===== src/rtl/bcd_addsub_arbiter.sv =====
// Round-robin arbiter that shares one external 4-digit BCD ten's-complement add/sub datapath
// between two requesters. Define BCD_CHECK_EN to reject operands that contain non-decimal nibbles.
module bcd_addsub_arbiter #(
    parameter int SETTLE_CYC = 2
) (
    input  logic        clk,
    input  logic        clr_n,
    input  logic [1:0]  req_valid,
    output logic [1:0]  req_ready,
    input  logic [15:0] req_a0,
    input  logic [15:0] req_a1,
    input  logic [15:0] req_b0,
    input  logic [15:0] req_b1,
    input  logic [1:0]  req_sub,
    output logic [15:0] add_a,
    output logic [15:0] add_b,
    output logic        add_sub,
    input  logic [15:0] add_sum,
    output logic        rsp_valid,
    input  logic        rsp_ready,
    output logic        rsp_id,
    output logic [15:0] rsp_sum,
    output logic        rsp_ovf,
    output logic        rsp_err,
    output logic        busy
);

    typedef enum logic [1:0] {
        IDLE = 2'd0,
        EXEC = 2'd1,
        RESP = 2'd2
    } state_t;

    localparam logic [3:0] SETTLE_LAST = 4'(SETTLE_CYC);

    state_t      state_q, state_d;
    logic        rr_last_q, rr_last_d;
    logic [15:0] a_q, a_d;
    logic [15:0] b_q, b_d;
    logic        sub_q, sub_d;
    logic        id_q, id_d;
    logic [3:0]  cnt_q, cnt_d;
    logic [15:0] sum_q, sum_d;
    logic        ovf_q, ovf_d;
    logic        err_q, err_d;

    logic        gnt;
    logic [15:0] sel_a;
    logic [15:0] sel_b;
    logic        sel_sub;
    logic        bad_ops;

    // A value is negative when its most significant digit is 5..9.
    function automatic logic is_neg(input logic [15:0] v);
        return v[15:12] >= 4'd5;
    endfunction

    function automatic logic ovf_flag(input logic [15:0] a, input logic [15:0] b,
                                      input logic sub, input logic [15:0] sum);
        logic na;
        logic nb;
        logic nr;
        na = is_neg(a);
        nb = is_neg(b) ^ sub;
        nr = is_neg(sum);
        return (na == nb) && (nr != na);
    endfunction

`ifdef BCD_CHECK_EN
    function automatic logic has_bad_digit(input logic [15:0] v);
        logic bad;
        bad = 1'b0;
        for (int i = 0; i < 4; i++) begin
            if (v[4*i +: 4] > 4'd9) bad = 1'b1;
        end
        return bad;
    endfunction
`endif

    // On a tie the requester that did not win last time is served; otherwise the sole requester.
    always_comb begin
        gnt     = (&req_valid) ? ~rr_last_q : req_valid[1];
        sel_a   = gnt ? req_a1 : req_a0;
        sel_b   = gnt ? req_b1 : req_b0;
        sel_sub = gnt ? req_sub[1] : req_sub[0];
    end

`ifdef BCD_CHECK_EN
    assign bad_ops = has_bad_digit(sel_a) | has_bad_digit(sel_b);
`else
    assign bad_ops = 1'b0;
`endif

    always_comb begin
        state_d   = state_q;
        rr_last_d = rr_last_q;
        a_d       = a_q;
        b_d       = b_q;
        sub_d     = sub_q;
        id_d      = id_q;
        cnt_d     = cnt_q;
        sum_d     = sum_q;
        ovf_d     = ovf_q;
        err_d     = err_q;
        req_ready = 2'b00;

        case (state_q)
            IDLE: begin
                if (|req_valid) begin
                    req_ready = clr_n ? (gnt ? 2'b10 : 2'b01) : 2'b00;
                    id_d      = gnt;
                    rr_last_d = gnt;
                    if (bad_ops) begin
                        // Malformed operands never reach the adder; answer right away.
                        sum_d   = 16'h0000;
                        ovf_d   = 1'b0;
                        err_d   = 1'b1;
                        state_d = RESP;
                    end else begin
                        a_d     = sel_a;
                        b_d     = sel_b;
                        sub_d   = sel_sub;
                        cnt_d   = 4'd1;
                        err_d   = 1'b0;
                        state_d = EXEC;
                    end
                end
            end
            EXEC: begin
                if (cnt_q == SETTLE_LAST) begin
                    sum_d   = add_sum;
                    ovf_d   = ovf_flag(a_q, b_q, sub_q, add_sum);
                    state_d = RESP;
                end else begin
                    cnt_d = cnt_q + 4'd1;
                end
            end
            RESP: begin
                if (rsp_ready) state_d = IDLE;
            end
            default: state_d = IDLE;
        endcase
    end

    always_ff @(posedge clk or negedge clr_n) begin
        if (!clr_n) begin
            state_q   <= IDLE;
            rr_last_q <= 1'b1;
            a_q       <= 16'h0000;
            b_q       <= 16'h0000;
            sub_q     <= 1'b0;
            id_q      <= 1'b0;
            cnt_q     <= 4'd0;
            sum_q     <= 16'h0000;
            ovf_q     <= 1'b0;
            err_q     <= 1'b0;
        end else begin
            state_q   <= state_d;
            rr_last_q <= rr_last_d;
            a_q       <= a_d;
            b_q       <= b_d;
            sub_q     <= sub_d;
            id_q      <= id_d;
            cnt_q     <= cnt_d;
            sum_q     <= sum_d;
            ovf_q     <= ovf_d;
            err_q     <= err_d;
        end
    end

    assign add_a     = a_q;
    assign add_b     = b_q;
    assign add_sub   = sub_q;
    assign rsp_valid = (state_q == RESP);
    assign rsp_id    = id_q;
    assign rsp_sum   = sum_q;
    assign rsp_ovf   = ovf_q;
    assign rsp_err   = err_q;
    assign busy      = (state_q != IDLE);

endmodule


===== config.mk =====
export PLATFORM = sky130hd
export DESIGN_NAME = bcd_addsub_arbiter
export DESIGN_NICKNAME = d
export VERILOG_FILES = /design/src/rtl/bcd_addsub_arbiter.sv
export SDC_FILE = /design/constraint.sdc
export NUM_CORES = 1
export LEC_CHECK = 0
export ABC_AREA = 0
export CAP_MARGIN = 20
export CORE_ASPECT_RATIO = 0.75
export CORE_MARGIN = 5
export CORE_UTILIZATION = 42
export DETAILED_ROUTE_END_ITERATION = 8
export MAX_ROUTING_LAYER = met4
export PLACE_DENSITY = 0.83
export SLEW_MARGIN = 5
export SYNTH_ARGS = -nofsm -noshare
export SYNTH_HDL_FRONTEND = slang
export SYNTH_SLANG_ARGS = --single-unit

===== constraint.sdc =====
create_clock -name clk -period 2.5 [get_ports clk]
set_input_delay 0.375 -clock clk [delete_from_list [all_inputs] [get_ports clk]]
set_output_delay 0.375 -clock clk [all_outputs]
set_load 0.02 [all_outputs]

==> out/summary.txt <==
outcome -> finished, final reports clean
crit share post-route -> 0.926
post-route DRC violation count -> 0
Post-DRT Antenna Nets -> 0
# resized after CTS -> 0
Reg power frac -> 0.328
Final TNS setup -> 0 ps
startpoint types -> flop
IO buf count -> 141
Max Freq -> 0.432 GHz
Leak -> 0.00182 uW
Slew @ Worst Pin -> 733 ps
CTS Sinks -> 58
NetSw -> 1970 uW
vias in the first global route -> 2342
Clock Skew -> 5.57 ps
Cell Chain, Critical Path -> nor2_1 > o21a_2 > nand2_1 > nor2_1 > clkdlybuf4s50_1
Setup violations, final -> 0
Final Hold Vio Count -> 0
NumNets Final -> 464
H-tree depth -> 3
final wirelength -> 7.17 mm
Clock Power Share -> 0.146
area grow syn2layout -> 60.9%
GRT Total Usage -> 0.187
hold-fix buffers at CTS -> 0
Max-slew headroom -> 0.511
post-synthesis sequential area ratio -> 0.545
CTS root buffer -> clkbuf_8
initial core utilization -> 0.428
fraction of layout cells with a size suffix above 1 -> 0.116
register-to-register setup slack -> 590 ps
Wirelength per Cell -> 15.6 microns
worst-path maximum fanout -> 4
CTS tree -> yes
core area -> 6220 sq um
Slowest cell on crit path -> clkdlybuf4s50_1
hpwl dp -> 5.56 mm
PD cells -> 1200 nW/um^2
TritonCTS buffer count -> 9
DR pass1 iterations -> 4
first-pass GRT wire length -> 11.2 mm
Setup crit start -> state_q[0]$_DFFE_PN0P_
largest net degree at the start of global routing -> 71
fillers -> 488
placed insts -> 445
io pins -> 143
CP Class -> reg -> out
Die W -> 102 microns
minimum clock period -> 2310 ps
Hold WC Path Type -> in -> async
number of vias in the routed layout -> 2258
chip height -> 79 microns
CP endpoint kind -> output port
Post-CTS Setup Bufs -> 0
cell mode on critical path -> nor2_1
Critical Path AT -> 1940 ps
Synth Warn # -> 0
num rows -> 25
post-synth net total -> 322
number of DRC markers in iteration 0 -> 70
Crit path largest cell delay -> 620 ps
number of library cell types mapped by synthesis -> 33
worst hold margin -> 219 ps
RD Place Congestion -> 0.773
clk buf depth -> 2
max-slew violations -> 0
cell internal pwr -> 3160 uW
antenna violations before repair -> 0
FF+latch area -> 1450 sq um
Reg clk slew, reported paths -> 60 ps
Clk Latency, worst-skew pair -> 330 ps
Sw Share -> 0.383
RSZ-0062 raised after global routing -> false
worst r2r src -> state_q[0]$_DFFE_PN0P_
Max VDD drop -> 0.872 mV
mapped cell area -> 2670 sq um
Synth Register Bits -> 58
full die area -> 8060 sq um
Max Cap Viol -> 0
multi-input logic area -> 1110 sq um
Post-Synthesis Cells -> 233
worst reg2reg path endpoint -> rsp_id$_DFFE_PN0P_
synthesized area per cell -> 11.4 sq um
vias per cell -> 4.90
GR Overflow Total -> 0
Critical Path End -> req_ready[0]
Comb pwr share -> 0.526
Crit path required time -> 2120 ps
Final Instance Count excl. Fillers -> 461
R2R cell count -> 4
synthesized netlist by cell type:
cell type / number / area [sq um]
a21boi_0: 1 / 7.51
buf_6: 3 / 33.8
a21oi_1: 33 / 165
mux2_4: 1 / 15.0
nand2_4: 1 / 11.3
buf_2: 7 / 35.0
a22oi_1: 1 / 7.51
nand2b_1: 2 / 12.5
or3_1: 1 / 6.26
o211ai_1: 1 / 7.51
buf_4: 4 / 30.0
nor2b_1: 1 / 6.26
conb_1: 1 / 3.75
nand4_1: 1 / 6.26
and3_1: 1 / 6.26
inv_1: 4 / 15.0
o21ai_0: 3 / 15.0
dfrtp_1: 57 / 1430
nor3b_4: 1 / 18.8
ha_1: 2 / 25.0
nand2_1: 3 / 11.3
dfstp_2: 1 / 26.3
o21ai_1: 1 / 5.00
xor2_1: 1 / 8.76
mux2_2: 18 / 203
nor3b_1: 1 / 7.51
a222oi_1: 1 / 10.0
a2bb2oi_1: 1 / 8.76
nor2_1: 41 / 154
mux2i_1: 33 / 330
or2_4: 1 / 8.76
o21a_1: 4 / 30.0
xnor2_1: 1 / 8.76
worst max-delay path: cells and delay by family, from the launching register on:
| kind | cells | cell delay, ps |
|---|---|---|
| compound gates | 1 | 210 |
| flops | 1 | 390 |
| buf+inv | 1 | 620 |
| simple gates | 3 | 390 |
layout by cell type, fill, tap and decap left out, drive strengths merged, types with 2 or more instances in the layout:
master         count
dfrtp             57
a21oi             33
ha                 2
clkdlybuf4s50    140
o21ai              4
inv                4
o21a               4
mux2              19
buf                5
clkinv             3
nand2              4
clkbuf            12
nand2b             2
mux2i             33
nor3b              2
nor2              41
worst min-delay path by stage:
| stage | endpoint | slack (ps) | depth (start not counted) |
|---|---|---|---|
| after floorplan | add_a[0]$_DFFE_PN0P_ | 80 | 0 |
| after global placement | rsp_ovf$_DFFE_PN0P_ | 470 | 2 |
| after detailed placement | rsp_sum[3]$_DFFE_PN0P_ | 500 | 1 |
| after CTS | add_a[13]$_DFFE_PN0P_ | 250 | 2 |
| after global routing | add_a[10]$_DFFE_PN0P_ | 280 | 2 |
| final | add_a[10]$_DFFE_PN0P_ | 220 | 2 |
cell families after synthesis:
| family | synth area share |
|---|---|
| flip-flops | 0.545 |
| multiplexers | 0.206 |
| other | 0.00141 |
| buffers and inverters | 0.0427 |
| XOR/XNOR | 0.00657 |
| AO/OA/AOI/OAI | 0.0962 |
| adder cells (fa/ha/maj) | 0.00938 |
| AND/OR/NAND/NOR | 0.0934 |
flip-flops by register name, indices dropped and copies added (netlist names):
| register | count |
|---|---|
| cnt_q | 4 |
| add_a | 16 |
| rr_last_q | 1 |
| add_sub | 1 |
| add_b | 16 |
| rsp_id | 1 |
| state_q | 2 |
| rsp_sum | 16 |
| rsp_ovf | 1 |
power groups by stage:
stage                     logic [uW]  clock network [uW]  registers (uW)
after detailed placement        2740                   0            1700
after floorplan                 1020                   0            2180
after global placement          2660                   0            1680
final                           2700                 747            1690
after CTS                       2740                 769            1690
after global routing            2900                 819            1750
cell type report:
type	instances	share of cell area
antenna	1	0.000583
clock buffer	12	0.0362
clock inverter	3	0.00350
inverter	4	0.00350
multi-input combinational	157	0.259
sequential	58	0.339
tap	81	0.0236
timing repair buffer	145	0.335
metrics by stage:
stage	worst slack [ps]	util	instance area (sq um)	total power (uW)
after detailed placement	266	0.662	4120	4440
after floorplan	827	-	2670	3200
after CTS	125	0.689	4290	5200
final	185	0.689	4290	5130
after global placement	309	0.662	4120	4340
after global routing	90.0	0.689	4290	5470
per-layer routing:
layer,GRT usage,share of wire,vias to the layer above
li1,-,-,1090
met2,0.294,0.50,82
met5,-,0,-
met3,0.0729,0.084,4
met4,0.0642,0.0050,0
met1,0.219,0.42,1082
(Power assumes the default switching activity.)
==> variant 1, RTL diff (config.mk and constraints unchanged) <==
Add a define of `BCD_CHECK_EN`.
--- a/src/rtl/bcd_addsub_arbiter.sv
+++ b/src/rtl/bcd_addsub_arbiter.sv
@@ -2,2 +2,4 @@
 // between two requesters. Define BCD_CHECK_EN to reject operands that contain non-decimal nibbles.
+`define BCD_CHECK_EN
+
 module bcd_addsub_arbiter #(
Function: changed (Yosys sat finds a counterexample within 4 cycles, from zero or initial values).
==> variant 1 against the unedited design <==
  * Core utilization fell by 0.48 points
  * Routed wire length rose by 19%
  * Die area rose by 6.2%
  * Final area rose by 6.9%
  * Critical path depth fell by 1
  * Sequential cell count rose by 1
  * Synthesized area rose by 7.0%
  * Global-route usage rose by 2.8 points
  * Worst setup slack got worse by 0.083 ns
  * Power fell by 15%
  * Largest power group unchanged
  * Count of clock-buffer cells in the layout fell by 2
  * Largest cell class is now buffers
==> variant 1: results (changes against the unedited design) <==
status:
  status: "finished clean"  # unchanged
clock_network:
  insertion_delay_ns: 0.34
  cts_buffers: 9  # unchanged
  cts.clk_slew.worst_paths_ns: 0.08  # was 0.06 ns
  h-tree-depth: 3  # unchanged
  cts_buffer_depth: 2  # unchanged
  cts_root_buf: "clkbuf_8"  # unchanged
global_route:
  antenna_found_initial: 1  # was 0
  met3_usage_pct: 5.24  # was 7.29%
  first_global_vias: 2780  # was 2342
  use_met1_pct: 26.8  # was 21.9%
  grt_max_degree: 44  # was 71
  track_usage_pct: 21.5  # was 18.7%
  grt_pass1_wl_mm: 14.0  # was 11.2 mm
  grt_use_met2_pct: 34.6  # was 29.4%
routing:
  dr.pass1.iters: 4  # unchanged
  wl_met1_mm: 3.72  # was 2.98 mm
  detail_route.wl_per_cell_um: 16.7  # was 15.6 µm
  drt_iter0_markers: 194  # was 70
  wl_met2_mm: 4.17  # was 3.55 mm
  viasPerCell: 5.17  # was 4.90
  dr_wl_met3_um: 550  # was 601 µm
  drc_errors: 0  # unchanged
  top_layer: "met4"  # unchanged
synth:
  synth_ff_type: "dfrtp_1"  # unchanged
  syn-num-nets: 361  # was 322
  synth_cell_types: 39  # was 33
  yosys-top-cells-area: "dfrtp_1 (51%), mux2i_1 (12%), o21ai_0 (6.0%)"  # was dfrtp_1 (53%), mux2i_1 (12%), mux2_2 (7.6%)
  synth_common_cells: "dfrtp_1 (58), nand2_1 (39), mux2i_1 (34), o21ai_0 (34), o21ai_1 (20)"  # was dfrtp_1 (57), nor2_1 (41), a21oi_1 (33), mux2i_1 (33), mux2_2 (18)
  seq_area_frac_synth_pct: 51.8  # was 54.5%
  synthCells: 272  # was 233
final_layout:
  drive_gt1_share_pct: 9.18  # was 11.6%
  final_cells: 510  # was 461
  fillCellCount: 526  # was 488
worst_setup_path:
  reg2regPathDepth: 5  # was 4
  cp_max_fo: 6  # was 4
  cp_top_family: "buffers and inverters"  # unchanged
  cpPeakStageDelay_ns: 0.60  # was 0.62 ns
  critPathArrivalTime_ns: 2.02  # was 1.94 ns
place:
  port_buffers: 142  # was 141
  pre_cts_ws_ns: 0.108  # was 0.266 ns
  placed_cell_area_um2: 4400  # was 4120 µm²
  place_congestion: 0.857  # was 0.773
  placedCellCount: 493  # was 445
  dp_hpwl_mm: 6.86  # was 5.56 mm
timing:
  fin_skew_ns: 0.0105  # was 0.00557 ns
  worst_pin_slew_ns: 0.591  # was 0.733 ns
power:
  p_switching_mw: 1.70  # was 1.97 mW
  p_leak_nw: 2.00  # was 1.82 nW
  ir_drop_uv: 483  # was 872 µV
[variant 1: cell count changes in the layout (fill, tap and decap cells not counted), moves of 4 or more]
cell and change:
nor2_1 -37, a21oi_1 -29, nand2_1 +36, o21ai_1 +19
a22o_1 +17, mux2_2 -18, o21ai_0 +31, nor3_1 +4
[variant 1: worst paths after layout]
path	from	end	slack, ns
min in group clk	add_a[5]	add_a[5]	0.49
hold / removal	clr_n	add_a[7]	0.01
hold reg to reg	add_a[5]	add_a[5]	0.49
setup / recovery	req_valid[1]	req_ready[1]	0.10
setup reg to reg	cnt_q[0]	rsp_ovf	0.48
max in group asynchronous	clr_n	add_b[15]	1.98
[variant 1: kinds of logic after synthesis]
logic type	after synthesis	synth area share, %
fa+ha+maj	2	0.877
mux	34	11.9
buf+inv	20	3.86
simple gates	68	11.9
flops	59	51.8
compound gates	89	19.6
[variant 1: power groups by stage]
stage	Combinational [mW]	Clock, mW	Sequential, mW
2_1_floorplan	0.699	0	1.88
5_1_grt	2.20	0.845	1.63
4_1_cts	2.05	0.800	1.57
3_3_place_gp	2.00	0	1.56
3_5_place_dp	2.05	0	1.59
6_report	2.03	0.785	1.57
[variant 1: cell type report]
| cell class | instances | area, µm² | area share, % |
|---|---|---|---|
| antenna | 1 | 2.50 | 0.0546 |
| clock buffer | 10 | 138 | 3.00 |
| clock inverter | 6 | 41.3 | 0.900 |
| inverter | 5 | 18.8 | 0.409 |
| multi-input combinational | 193 | 1270 | 27.7 |
| sequential | 59 | 1480 | 32.2 |
| tap | 84 | 105 | 2.29 |
| timing repair buffer | 152 | 1530 | 33.4 |
[variant 1: timing repair]
action	CTS	global route
endpoints found under the hold margin	0	0
resized for setup	0	1
setup endpoints to repair	0	1
==> variant 2, RTL diff (config.mk and constraints unchanged) <==
Made on the original files. Take the reset off `a_q`, `b_q` and `sum_q` and load them in a clocked block of their own.
--- a/src/rtl/bcd_addsub_arbiter.sv
+++ b/src/rtl/bcd_addsub_arbiter.sv
@@ -148,4 +148,2 @@
             rr_last_q <= 1'b1;
-            a_q       <= 16'h0000;
-            b_q       <= 16'h0000;
             sub_q     <= 1'b0;
@@ -153,3 +151,2 @@
             cnt_q     <= 4'd0;
-            sum_q     <= 16'h0000;
             ovf_q     <= 1'b0;
@@ -159,4 +156,2 @@
             rr_last_q <= rr_last_d;
-            a_q       <= a_d;
-            b_q       <= b_d;
             sub_q     <= sub_d;
@@ -164,3 +159,2 @@
             cnt_q     <= cnt_d;
-            sum_q     <= sum_d;
             ovf_q     <= ovf_d;
@@ -168,2 +162,8 @@
         end
+    end
+
+    always_ff @(posedge clk) begin
+        a_q   <= a_d;
+        b_q   <= b_d;
+        sum_q <= sum_d;
     end
Behaviour: not the same (Yosys sat finds a counterexample within 4 cycles, from zero or initial values; the reset may be asserted at any time).
==> variant 2 against the unedited design <==
  * Die area down 7.3%
  * Synthesized area down 8.2%
  * Sequential power fell by 11%
  * Via count decreased by 22%
  * Worst hold slack improved by 0.20 ns
  * Routed wire length is 15% lower
  * Sequential cell count unchanged
  * Worst setup slack better by 0.017 ns
  * Fmax increased by 0.73%
  * Final area fell by 3.6%
  * Combinational power down 49%
  * Core utilization grew 3.2 points
  * Power down 27%
  * Largest power group is now sequential cells
  * Highest routed layer unchanged
==> variant 2: results (changes against the unedited design) <==
status:
  status: "finished clean"  # unchanged
synth:
  ys_async_sr_fraction_pct: 17.2  # was 100%
  synth_common_cells: "edfxtp_1 (48), mux2_2 (32), dfrtp_1 (9), inv_1 (7)"  # was dfrtp_1 (57), nor2_1 (41), a21oi_1 (33), mux2i_1 (33), mux2_2 (18)
  yosys_warnings: 0  # unchanged
  synth_cell_types: 34  # was 33
  yosys-top-cells-area: "edfxtp_1 (59%), mux2_2 (15%), dfrtp_1 (9.2%)"  # was dfrtp_1 (53%), mux2i_1 (12%), mux2_2 (7.6%)
  ys_ff_latch: 58  # unchanged
  syn_avg_cell_area_um2: 16.6  # was 11.4 µm²
  seq_area_frac_synth_pct: 69.2  # was 54.5%
  synth_edf_count: 48  # was 0
  syn-num-nets: 236  # was 322
clock_network:
  cts_root_buf: "clkbuf_8"  # unchanged
  cts.clk_slew.worst_paths_ns: 0.07
  cts_buffer_depth: 2  # unchanged
routing:
  routed_wl_mm: 6.09  # was 7.17 mm
  detail_route.wl_per_cell_um: 16.0  # was 15.6 µm
  drt_iter0_markers: 78  # was 70
  dr.pass1.iters: 4  # unchanged
  viasPerCell: 4.65  # was 4.90
place:
  place_congestion: 0.829  # was 0.773
  dp_hpwl_mm: 4.76  # was 5.56 mm
  placedCellCount: 365  # was 445
  port_buffers: 141  # unchanged
timing:
  worst_pin_slew_ns: 0.569  # was 0.733 ns
  fin_skew_ns: 0.00685  # was 0.00557 ns
global_route:
  track_usage_pct: 16.9  # was 18.7%
  grt_max_degree: 35  # was 71
  first_global_vias: 1828  # was 2342
  antenna_found_initial: 0  # unchanged
  grt_pass1_wl_mm: 9.46  # was 11.2 mm
  grt-ovfl-total: 0  # unchanged
final_layout:
  fillCellCount: 389  # was 488
  drive_gt1_share_pct: 18.8  # was 11.6%
  fin_nets: 387  # was 464
  antennaDiodeCount: 0  # was 1
worst_hold_path:
  hp-class: "in -> async"  # unchanged
worst_setup_path:
  reg2regPathDepth: 5  # was 4
  critPathArrivalTime_ns: 1.92  # was 1.94 ns
power:
  p_leak_nw: 1.54  # was 1.82 nW
  ir_drop_uv: 388  # was 872 µV
## variant 2: repair_timing
action,in CTS,in global routing
endpoints found under the setup margin,0,1
hold endpoints to repair,0,0
setup buffers,0,0
gates resized for setup,0,1
## variant 2: kinds of logic (layout without fill, tap and decap cells)
family,after synthesis,count (layout),share of synthesized area (%)
DFF,58,58,69.2
buffers and inverters,12,168,3.89
AOI/OAI and AO/OA,19,19,5.32
xor gates and xnor gates,1,1,0.358
muxes,35,35,16.0
other,1,1,0.153
adders and majority gates,2,2,1.02
and+or+nand+nor,19,19,4.09
## variant 2: per-stage QoR
step                      hold WS, ns  utilization [%]  power (mW)  setup WS (ns)  instance area (µm²)
after CTS                       0.399             72.0        3.80         0.0961                 4130
after global placement          0.477             68.4        2.89          0.236                 3930
after global routing            0.422             72.1        3.95          0.102                 4140
after detailed placement        0.483             68.4        2.93          0.206                 3930
final                           0.420             72.1        3.76          0.202                 4140
after floorplan                0.0794                -        2.26          0.292                 2450
## variant 2: layer usage
metal | track usage [%] | routed length [µm]
met1 | 17.4 | 2360
met2 | 28.4 | 3040
met3 | 7.96 | 637
met4 | 5.73 | 55
met5 | - | 0
## variant 2: path summary, 6_finish.rpt
kind,slack [ns],from,endpoint
min in group clk,0.49,rsp_ovf,rsp_ovf
worst max register to register,0.63,cnt_q[0],rsp_sum[5]
max in group asynchronous,1.86,clr_n,rr_last_q
worst min register to register,0.49,rsp_ovf,rsp_ovf
worst min-delay path,0.42,clr_n,state_q[0]
worst max-delay path,0.20,req_valid[1],req_ready[1]
## variant 2: critical path: stages
cell             delay (ns)
clkdlybuf4s50_1        0.53
a21boi_4               0.24
and3_1                 0.18
clkdlybuf4s50_1        0.60
## variant 2: power breakdown
| group | switching [mW] | internal, mW |
|---|---|---|
| combinational | 0.701 | 0.680 |
| clock | 0.353 | 0.513 |
| sequential | 0.127 | 1.38 |
## variant 2: area by class of cell
class	count	area, µm²	share of cell area (%)
multi-input combinational	77	672	16.2
sequential	58	1690	40.9
clock inverter	4	50.0	1.21
tap	78	97.6	2.36
inverter	7	26.3	0.635
clock buffer	12	155	3.75
timing repair buffer	145	1440	34.9
